<file path="config.mk">
export PLATFORM = sky130hd
export DESIGN_NAME = cla_nibble_seq_adder
export DESIGN_NICKNAME = d
export VERILOG_FILES = /design/src/rtl/cla_nibble_seq_adder.sv
export SDC_FILE = /design/constraint.sdc
export NUM_CORES = 1
export LEC_CHECK = 0
export CORE_ASPECT_RATIO = 0.8
export CORE_MARGIN = 2
export CORE_UTILIZATION = 55
export CTS_CLUSTER_DIAMETER = 100
export DETAILED_ROUTE_END_ITERATION = 10
export PLACE_DENSITY = 0.93
export REMOVE_ABC_BUFFERS = 1
export SETUP_SLACK_MARGIN = 0.1
export SKIP_LAST_GASP = 1
export SYNTH_ARGS = -nofsm -noshare
export SYNTH_HDL_FRONTEND = slang
export SYNTH_SLANG_ARGS = --single-unit
</file>
<file path="constraint.sdc">
create_clock -name clk -period 4.2 [get_ports clk]
set_input_delay 1.05 -clock clk [delete_from_list [all_inputs] [get_ports clk]]
set_output_delay 1.05 -clock clk [all_outputs]
set_load 0.02 [all_outputs]
</file>
<file path="src/rtl/cla_nibble_seq_adder.sv">
// Multi-cycle WIDTH-bit add/subtract: one shared 4-bit CLA slice is stepped over
// the operands one nibble per cycle, LSB first, with valid/ready on both sides.

module fourBitCLA (
  input  logic [3:0] InA,
  input  logic [3:0] InB,
  input  logic       c0,
  output logic [3:0] Out,
  output logic       c4
);
  logic [3:0] p, g, c;
  logic       gg, gp;

  assign p = InA ^ InB;
  assign g = InA & InB;

  // Flat lookahead: every carry derived directly from c0
  assign c[0] = c0;
  assign c[1] = g[0] | (p[0] & c0);
  assign c[2] = g[1] | (p[1] & g[0]) | (p[1] & p[0] & c0);
  assign c[3] = g[2] | (p[2] & g[1]) | (p[2] & p[1] & g[0]) | (p[2] & p[1] & p[0] & c0);
  assign gg   = g[3] | (p[3] & g[2]) | (p[3] & p[2] & g[1]) | (p[3] & p[2] & p[1] & g[0]);
  assign gp   = &p;
  assign c4   = gg | (gp & c0);
  assign Out  = p ^ c;
endmodule

module cla_nibble_seq_adder #(
  parameter int WIDTH = 16
) (
  input  logic             clk,
  input  logic             rst,
  input  logic             in_valid,
  output logic             in_ready,
  input  logic [WIDTH-1:0] a,
  input  logic [WIDTH-1:0] b,
  input  logic             sub,
  input  logic             flush,
  output logic             out_valid,
  input  logic             out_ready,
  output logic [WIDTH-1:0] sum,
  output logic             cout,
  output logic             ofl,
  output logic             zero
);
  localparam int NIB = WIDTH / 4;
  localparam int IW  = (NIB > 1) ? $clog2(NIB) : 1;

  typedef enum logic [1:0] {IDLE, RUN, DONE} state_t;

  state_t                 state, state_nxt;
  logic [NIB-1:0][3:0]    a_r, b_r, sum_q, sum_nxt;
  logic [IW-1:0]          idx;
  logic                   carry;
  logic [3:0]             s_out;
  logic                   s_c4;
  logic                   last;

  fourBitCLA u_slice (
    .InA (a_r[idx]),
    .InB (b_r[idx]),
    .c0  (carry),
    .Out (s_out),
    .c4  (s_c4)
  );

  assign last      = (idx == IW'(NIB - 1));
  assign in_ready  = (state == IDLE);
  assign out_valid = (state == DONE);
  assign sum       = sum_q;

  always_ff @(posedge clk or posedge rst) begin
    if (rst) state <= IDLE;
    else     state <= state_nxt;
  end

  always_comb begin
    state_nxt = state;
    case (state)
      IDLE:    if (in_valid)  state_nxt = RUN;
      RUN:     if (last)      state_nxt = DONE;
      DONE:    if (out_ready) state_nxt = IDLE;
      default:                state_nxt = IDLE;
    endcase
    if (flush) state_nxt = IDLE;
  end

  // Running sum with the current nibble merged in, so zero covers the final slice
  always_comb begin
    sum_nxt      = sum_q;
    sum_nxt[idx] = s_out;
  end

  always_ff @(posedge clk or posedge rst) begin
    if (rst) begin
      a_r   <= '0;
      b_r   <= '0;
      sum_q <= '0;
      idx   <= '0;
      carry <= 1'b0;
      cout  <= 1'b0;
      ofl   <= 1'b0;
      zero  <= 1'b0;
    end else if (flush) begin
      sum_q <= '0;
      idx   <= '0;
      carry <= 1'b0;
      cout  <= 1'b0;
      ofl   <= 1'b0;
      zero  <= 1'b0;
    end else begin
      case (state)
        IDLE: if (in_valid) begin
          a_r   <= a;
          b_r   <= sub ? ~b : b;
          carry <= sub;
          idx   <= '0;
          sum_q <= '0;
        end
        RUN: begin
          sum_q[idx] <= s_out;
          carry      <= s_c4;
          if (last) begin
            idx  <= '0;
            cout <= s_c4;
            ofl  <= (a_r[NIB-1][3] == b_r[NIB-1][3]) & (s_out[3] != a_r[NIB-1][3]);
            zero <= (sum_nxt == '0);
          end else begin
            idx <= idx + IW'(1);
          end
        end
        default: ;
      endcase
    end
  end
endmodule

</file>
# After elaboration in Yosys (flattened, before gate mapping)
# Index checks and enable logic that the tools add are counted.
[op_classes] addsub=1 magnitude_cmp=2 n_eq_ne=8 mux=32 n_bitwise=31 reduce_logical=11
[ops] operator="two-way mux 16 bit" count=3
[ops] operator="one-hot mux 16 bit (2 select lines)" count=1
[ops] operator="bitwise AND 1 bit" count=16
[ops] operator="binary-select mux 4 bit (select 2 bit)" count=2
[ops] operator="bitwise mux 16 bit" count=1
[ops] operator="zero test 16 bit" count=1
[ops] operator="inverter 16 bit" count=1
[ops] operator="two-way mux 2 bit" count=7
[ops] operator="two-way mux 4 bit" count=3
[ops] operator="two-way mux 1 bit" count=11
[ops] operator="OR 1 bit" count=10
[ops] operator="demux 4 bit (select 2 bit)" count=1
[ops] operator="bitwise XOR 4 bit" count=2
[ops] operator="!= test 3 x 2 -> 1 bit, second input constant" count=2
[ops] operator="one-hot mux 2 bit (3 select lines)" count=1
[ops] operator="AND reduction 3 bit" count=2
[ops] operator="bitwise AND 4 bit" count=1
[ops] operator="== test 2 bit, second input constant" count=2
[ops] operator="one-hot mux 2 bit (2 select lines)" count=1
[ops] operator="AND reduction 2 bit" count=2
[ops] operator="AND reduction 4 bit" count=1
[ops] operator="nonzero test 2 bit" count=2
[ops] operator="< comparator 2 x 3 -> 1 bit, second input constant" count=1
[ops] operator="!= test 3 bit, second input constant" count=1
[ops] operator="10 further kinds" count=10
[totals] regBits=56 input_bits=38 out_inout_bits=21 elab_cells=103

# Depth between registers and ports, before layout
[depth] ltp_word=13 ltp_mapped=7 depth_no_buf=6

# Modules after synthesis
# From an unflattened synthesis, not the netlist that was laid out.
[hier_totals] hier_cells=234 hier_area_um2=2803.9
[by_module_without_submodules] module="cla_nibble_seq_adder" instances=1 cells_each=217 area_each_um2=2656.3 seq_area_each_um2=1401.3
[by_module_without_submodules] module="fourBitCLA" instances=1 cells_each=17 area_each_um2=147.6 seq_area_each_um2=0.0

# Worst setup path after synthesis
# OpenSTA, ideal clock, no wires.
[synth_timing] path_kind="reg-to-reg" start="register idx[0]" end="register sum_q, in the netlist sum[15]" setup_ps=122 t_arrival_ps=2437 required_ps=4078 slack_ps=1641 stages_incl_launch_ff=8 path_buffers=1 synth_period_minus_slack_ps=2559 path_cell_list="dfrtp_1 -> buf_2 -> mux4_2 -> ha_1 -> a211o_1 -> a311oi_4 -> nor3_2 -> a32o_1"
[synth_via] elab_chain_cells=11 word_cells_on_any_way=23 cone_classes="order compare: 2; mux: 9; bitwise: 11; reduce/logical: 1"
[synth_rtl] element="start, declared" line="53" rtl="logic [IW-1:0] idx;"
[synth_rtl] element="start signal, assigned" line="129" rtl="idx <= idx + IW'(1);"
[synth_rtl] element="binary-select mux 4 bit (select 2 bit), on equally long branches" line="60, 61"
[synth_rtl] element="two-way mux 4 bit, on equally long branches" line="60, 61"
[synth_rtl] element="bitwise XOR 4 bit or bitwise AND 4 bit (tied branches)" line="14, 15"
[synth_rtl] element="bitwise AND 1 bit" line="21" rtl="assign c[3] = g[2] | (p[2] & g[1]) | (p[2] & p[1] & g[0]) | (p[2] & p[1] & p[0] & c0);"
[synth_rtl] element="OR 1 bit or bitwise AND 1 bit (tied branches) (2 in series)" line="21"
[synth_rtl] element="OR 1 bit" line="21"
[synth_rtl] element="bitwise XOR 4 bit" line="25" rtl="assign Out = p ^ c;"
[synth_rtl] element="bitwise mux 16 bit (*)" line="121" rtl="sum_q[idx] <= s_out;"
[synth_rtl] element="one-hot mux 16 bit (2 select lines) (*)" line="112" rtl="case (state)"
[synth_rtl] element="two-way mux 16 bit (*)" line="104" rtl="end else if (flush) begin"
[synth_rtl] element="end signal, assigned by index" line="121"
[synth_rtl] element="end, declared" line="52" rtl="logic [NIB-1:0][3:0] a_r, b_r, sum_q, sum_nxt;"
# Mark *: on every way between the ends. The rest lies on a longest branch, timed or not. The select of a mux whose other input is x is not followed.
# A chain may end at the register's enable or synchronous reset.

# Worst setup path after layout
[layout_timing] start="register idx[0]" end="register zero"
[layout_via] elab_chain_cells=13 word_cells_on_any_way=35 cone_classes="order compare: 2; eq/ne: 1; mux: 10; bitwise: 18; reduce/logical: 4"
[layout_rtl] element="binary-select mux 4 bit (select 2 bit), on equally long branches" line="60, 61"
[layout_rtl] element="two-way mux 4 bit, on equally long branches" line="60, 61"
[layout_rtl] element="bitwise XOR 4 bit or bitwise AND 4 bit (tied branches)" line="14, 15"
[layout_rtl] element="bitwise AND 1 bit" line="21"
[layout_rtl] element="OR 1 bit or bitwise AND 1 bit (tied branches) (2 in series)" line="21"
[layout_rtl] element="OR 1 bit" line="21"
[layout_rtl] element="bitwise XOR 4 bit" line="25"
[layout_rtl] element="bitwise mux 16 bit" line="91" rtl="sum_nxt[idx] = s_out;"
[layout_rtl] element="zero test 16 bit" line="127" rtl="zero <= (sum_nxt == '0);"
[layout_rtl] element="two-way mux 1 bit" line="123" rtl="if (last) begin"
[layout_rtl] element="two-way mux 1 bit" line="112"
[layout_rtl] element="two-way mux 1 bit" line="104"
[layout_rtl] element="end signal, assigned" line="127"
[layout_rtl] element="end, declared" line="44" rtl="output logic zero"
# Parallel ways exist; a longest one is shown, timed or not. The select of a mux whose other input is x is not followed.

==> results_dict.tcl <==
set metrics [dict create \
    start_util_pct 56.8 \
    grtUsageMet3_pct 4.46 \
    net-switching-power_mw 0.485 \
    hold_viol 0 \
    syn_area_um2 2830 \
    met1_usage_pct 29.0 \
    areaGrowthSynthToFinish_pct 25.7 \
    dp_cells 342 \
    crit_chain "mux4_2 > ha_1 > a211o_1 > a21oi_1 > o221ai_1 > o31ai_1" \
    r2r_end "zero" \
    antenna_left 0 \
    numCtsBuffers 5 \
    portBuffers 58 \
    required_ns 4.40 \
    row_count 23 \
    hold_path_class "reg -> reg" \
    firstDrtPassIters 4 \
    diodes 0 \
    die_h_um 68.2 \
    fmax_mhz 346 \
    endpoint "zero" \
    fp.coreArea_um2 4980 \
    end_kind "register" \
    syn_inst 232 \
    setup_tns_ns 0 \
    syn_area_per_cell_um2 12.2 \
    h-tree-depth 2 \
    cts_tree "done" \
    die_x_um 84.2 \
    rsz0062_at_grt "no" \
    grt_max_degree 50 \
    cts-root-buf "clkbuf_8" \
    cts_setup_buffers 0 \
    yosys_register_bits 56 \
    critPathLaunch "idx[0]" \
    min-delay-start "a_r[5]" \
    wl_mm 5.75 \
    fin_ws_ns 1.31 \
    slew_violations 0 \
    finalSetupViolations 0 \
    cts_hold_buf 0 \
    skew_ns 0.00503 \
    instances_no_fill 350 \
    grt_pass1_vias 2062 \
    crit_slowest_cell "dfrtp_1" \
    multi_input_area_um2 1350 \
    overflow 0 \
    p_seq_share_pct 44.9 \
    antenna_found_initial 0 \
    seq_area_um2 1400 \
    grtUsageMet2_pct 36.3 \
    crit_path_start_kind "register" \
    timing.max_cap.violations 0 \
    slew_headroom_pct 38.8 \
    io_pins 59 \
    period_needed_ns 2.89 \
    holdWs_ns 0.491 \
    worst-r2r-setup-slack_ns 1.31 \
    fin_crit_sh_pct 68.7 \
    timing.rr.start "idx[0]" \
    clock_latency_ns 0.31 \
    dpl.hpwl_mm 4.28 \
    grt_pass1_wl_mm 9.71 \
    cp_max_fo 12 \
    grt_use_total_pct 21.9 \
    slowest_delay_ns 0.70 \
    clockPowerShare_pct 22.6 \
    power_per_cell_area_nw_per_um2 426 \
    design.die.area_um2 5740 \
    swShare_pct 32.0 \
    critPathKind "reg -> reg" \
    drt-wirelength-per-cell_um 16.4 \
    clkTransAtPathRegs_ns 0.09 \
    drc 0 \
    fillers 344 \
    comb_power_share_pct 32.4 \
    clock_sinks 56 \
    busiest_layer "met2" \
    ys_seq_area_share_pct 49.5 \
    preCtsSetupSlack_ns 1.27 \
    critPathArrivalTime_ns 3.09 \
    synth_cell_types 46 \
    leakage_nw 1.44 \
    drive_gt1_share_pct 10.8 \
    internal-power_mw 1.03 \
    yosys_warnings 0 \
    vias 2069 \
    max-vdd-ir-drop_mv 0.228 \
    nets 334 \
    status "finished, final reports clean" \
    cts.path.max_buffers 2 \
    ff2ff_path_depth 6 \
    place_congestion 0.859 \
    viasPerCell 5.91 \
    cts-resized-gates 0 \
    worst_pin_slew_ns 0.916 \
    drt_iter0_drc 182 \
]
==> stage by stage <==
step / util, % / power, mW / area [µm²]
CTS: 71.5 / 1.52 / 3560
global route: 71.5 / 1.60 / 3560
floorplan: - / 1.02 / 2770
global placement: 69.2 / 1.15 / 3450
finish: 71.5 / 1.51 / 3560
detailed placement: 69.2 / 1.17 / 3450
==> worst min-delay path by stage <==
stage | to | cells past startpoint
after floorplan | a_r[10] | 1
after global placement | a_r[6] | 1
after detailed placement | a_r[13] | 1
after CTS | a_r[13] | 1
after global routing | a_r[13] | 1
final | a_r[5] | 1
==> critical path, delay by kind of cell (launching register included) <==
family / cells / cell delay (ns)
AO/OA/AOI/OAI: 4 / 1.15
adder cells (fa/ha/maj): 1 / 0.34
flip-flops: 1 / 0.70
multiplexers: 1 / 0.59
==> cell usage in the layout, fill, tap and decap left out, types with 2 or more instances in the layout <==
cell type	instances
mux2_1	16
a21oi_1	20
a32o_1	4
dfrtp_1	56
xnor2_1	16
nand2_1	3
buf_4	2
nor4_1	7
mux4_2	8
nor2_1	25
clkdlybuf4s50_1	58
inv_1	5
o21ai_1	2
o21ai_2	4
clkbuf_8	5
nand2b_1	3
a22o_1	12
nor2_2	2
nor2b_1	2
ha_1	8
==> synth_stat cells (all sizes together) <==
master	instances	area share, %
a211o	1	0.31
a21oi	20	3.5
a22o	12	3.7
a311oi	1	0.93
a32o	4	1.4
and3	1	0.22
and3b	1	0.31
buf	10	2.0
clkbuf	2	0.27
dfrtp	56	50
fa	1	0.71
ha	8	3.5
inv	6	0.80
mux2	16	6.4
mux4	8	6.4
nand2	3	0.40
nand2b	3	0.66
nand3	1	0.18
nand3b	1	0.27
nand4b	1	0.31
nor2	27	3.8
nor2b	3	0.75
nor3	3	1.1
nor4	7	1.5
nor4b	2	0.84
o21ai	6	1.6
o21ba	1	0.35
o21bai	2	0.66
o221ai	1	0.31
o22a	1	0.31
o311a	1	0.35
o31a	1	0.31
o31ai	1	0.27
o41ai	1	0.31
or2	1	0.22
or3	1	0.22
xnor2	16	5.0
xor2	1	0.31
==> sequential cells by signal (all words and copies together), names as in the netlist <==
| signal | flops |
|---|---|
| a_r | 16 |
| b_r | 16 |
| carry | 1 |
| cout | 1 |
| idx | 2 |
| ofl | 1 |
| state | 2 |
| sum | 16 |
| zero | 1 |
==> cell type report <==
| cell class | count | area share, % |
|---|---|---|
| Clock buffer | 5 | 1.93 |
| Inverter | 6 | 0.633 |
| Clock inverter | 3 | 1.20 |
| Tap cell | 62 | 2.18 |
| Multi-Input combinational cell | 158 | 37.9 |
| Sequential cell | 56 | 39.4 |
| Timing Repair Buffer | 60 | 16.7 |
==> power by group through the flow <==
stage	combinational (mW)	clock (mW)	sequential [mW]
floorplan	0.337	0	0.681
global placement	0.467	0	0.685
detailed placement	0.484	0	0.690
CTS	0.487	0.351	0.680
global route	0.537	0.372	0.692
finish	0.491	0.343	0.680
==> routing by layer <==
metal | routed length [µm] | share of wire [%]
met3 | 332 | 5.8
met5 | 0 | 0
met1 | 2520 | 44
met4 | 100 | 1.7
met2 | 2790 | 49
==> kinds of logic (layout without fill, tap and decap cells) <==
group / Yosys count / after routing / share of synthesized area, %
adder cells (fa/ha/maj): 9 / 9 / 4.24
AO/OA/AOI/OAI: 53 / 53 / 14.4
AND/OR/NAND/NOR: 55 / 55 / 10.8
flip-flops: 56 / 56 / 49.5
XOR/XNOR: 17 / 17 / 5.26
multiplexers: 24 / 24 / 12.7
buffers and inverters: 18 / 74 / 3.09
Power figures use the tool's default switching activity.
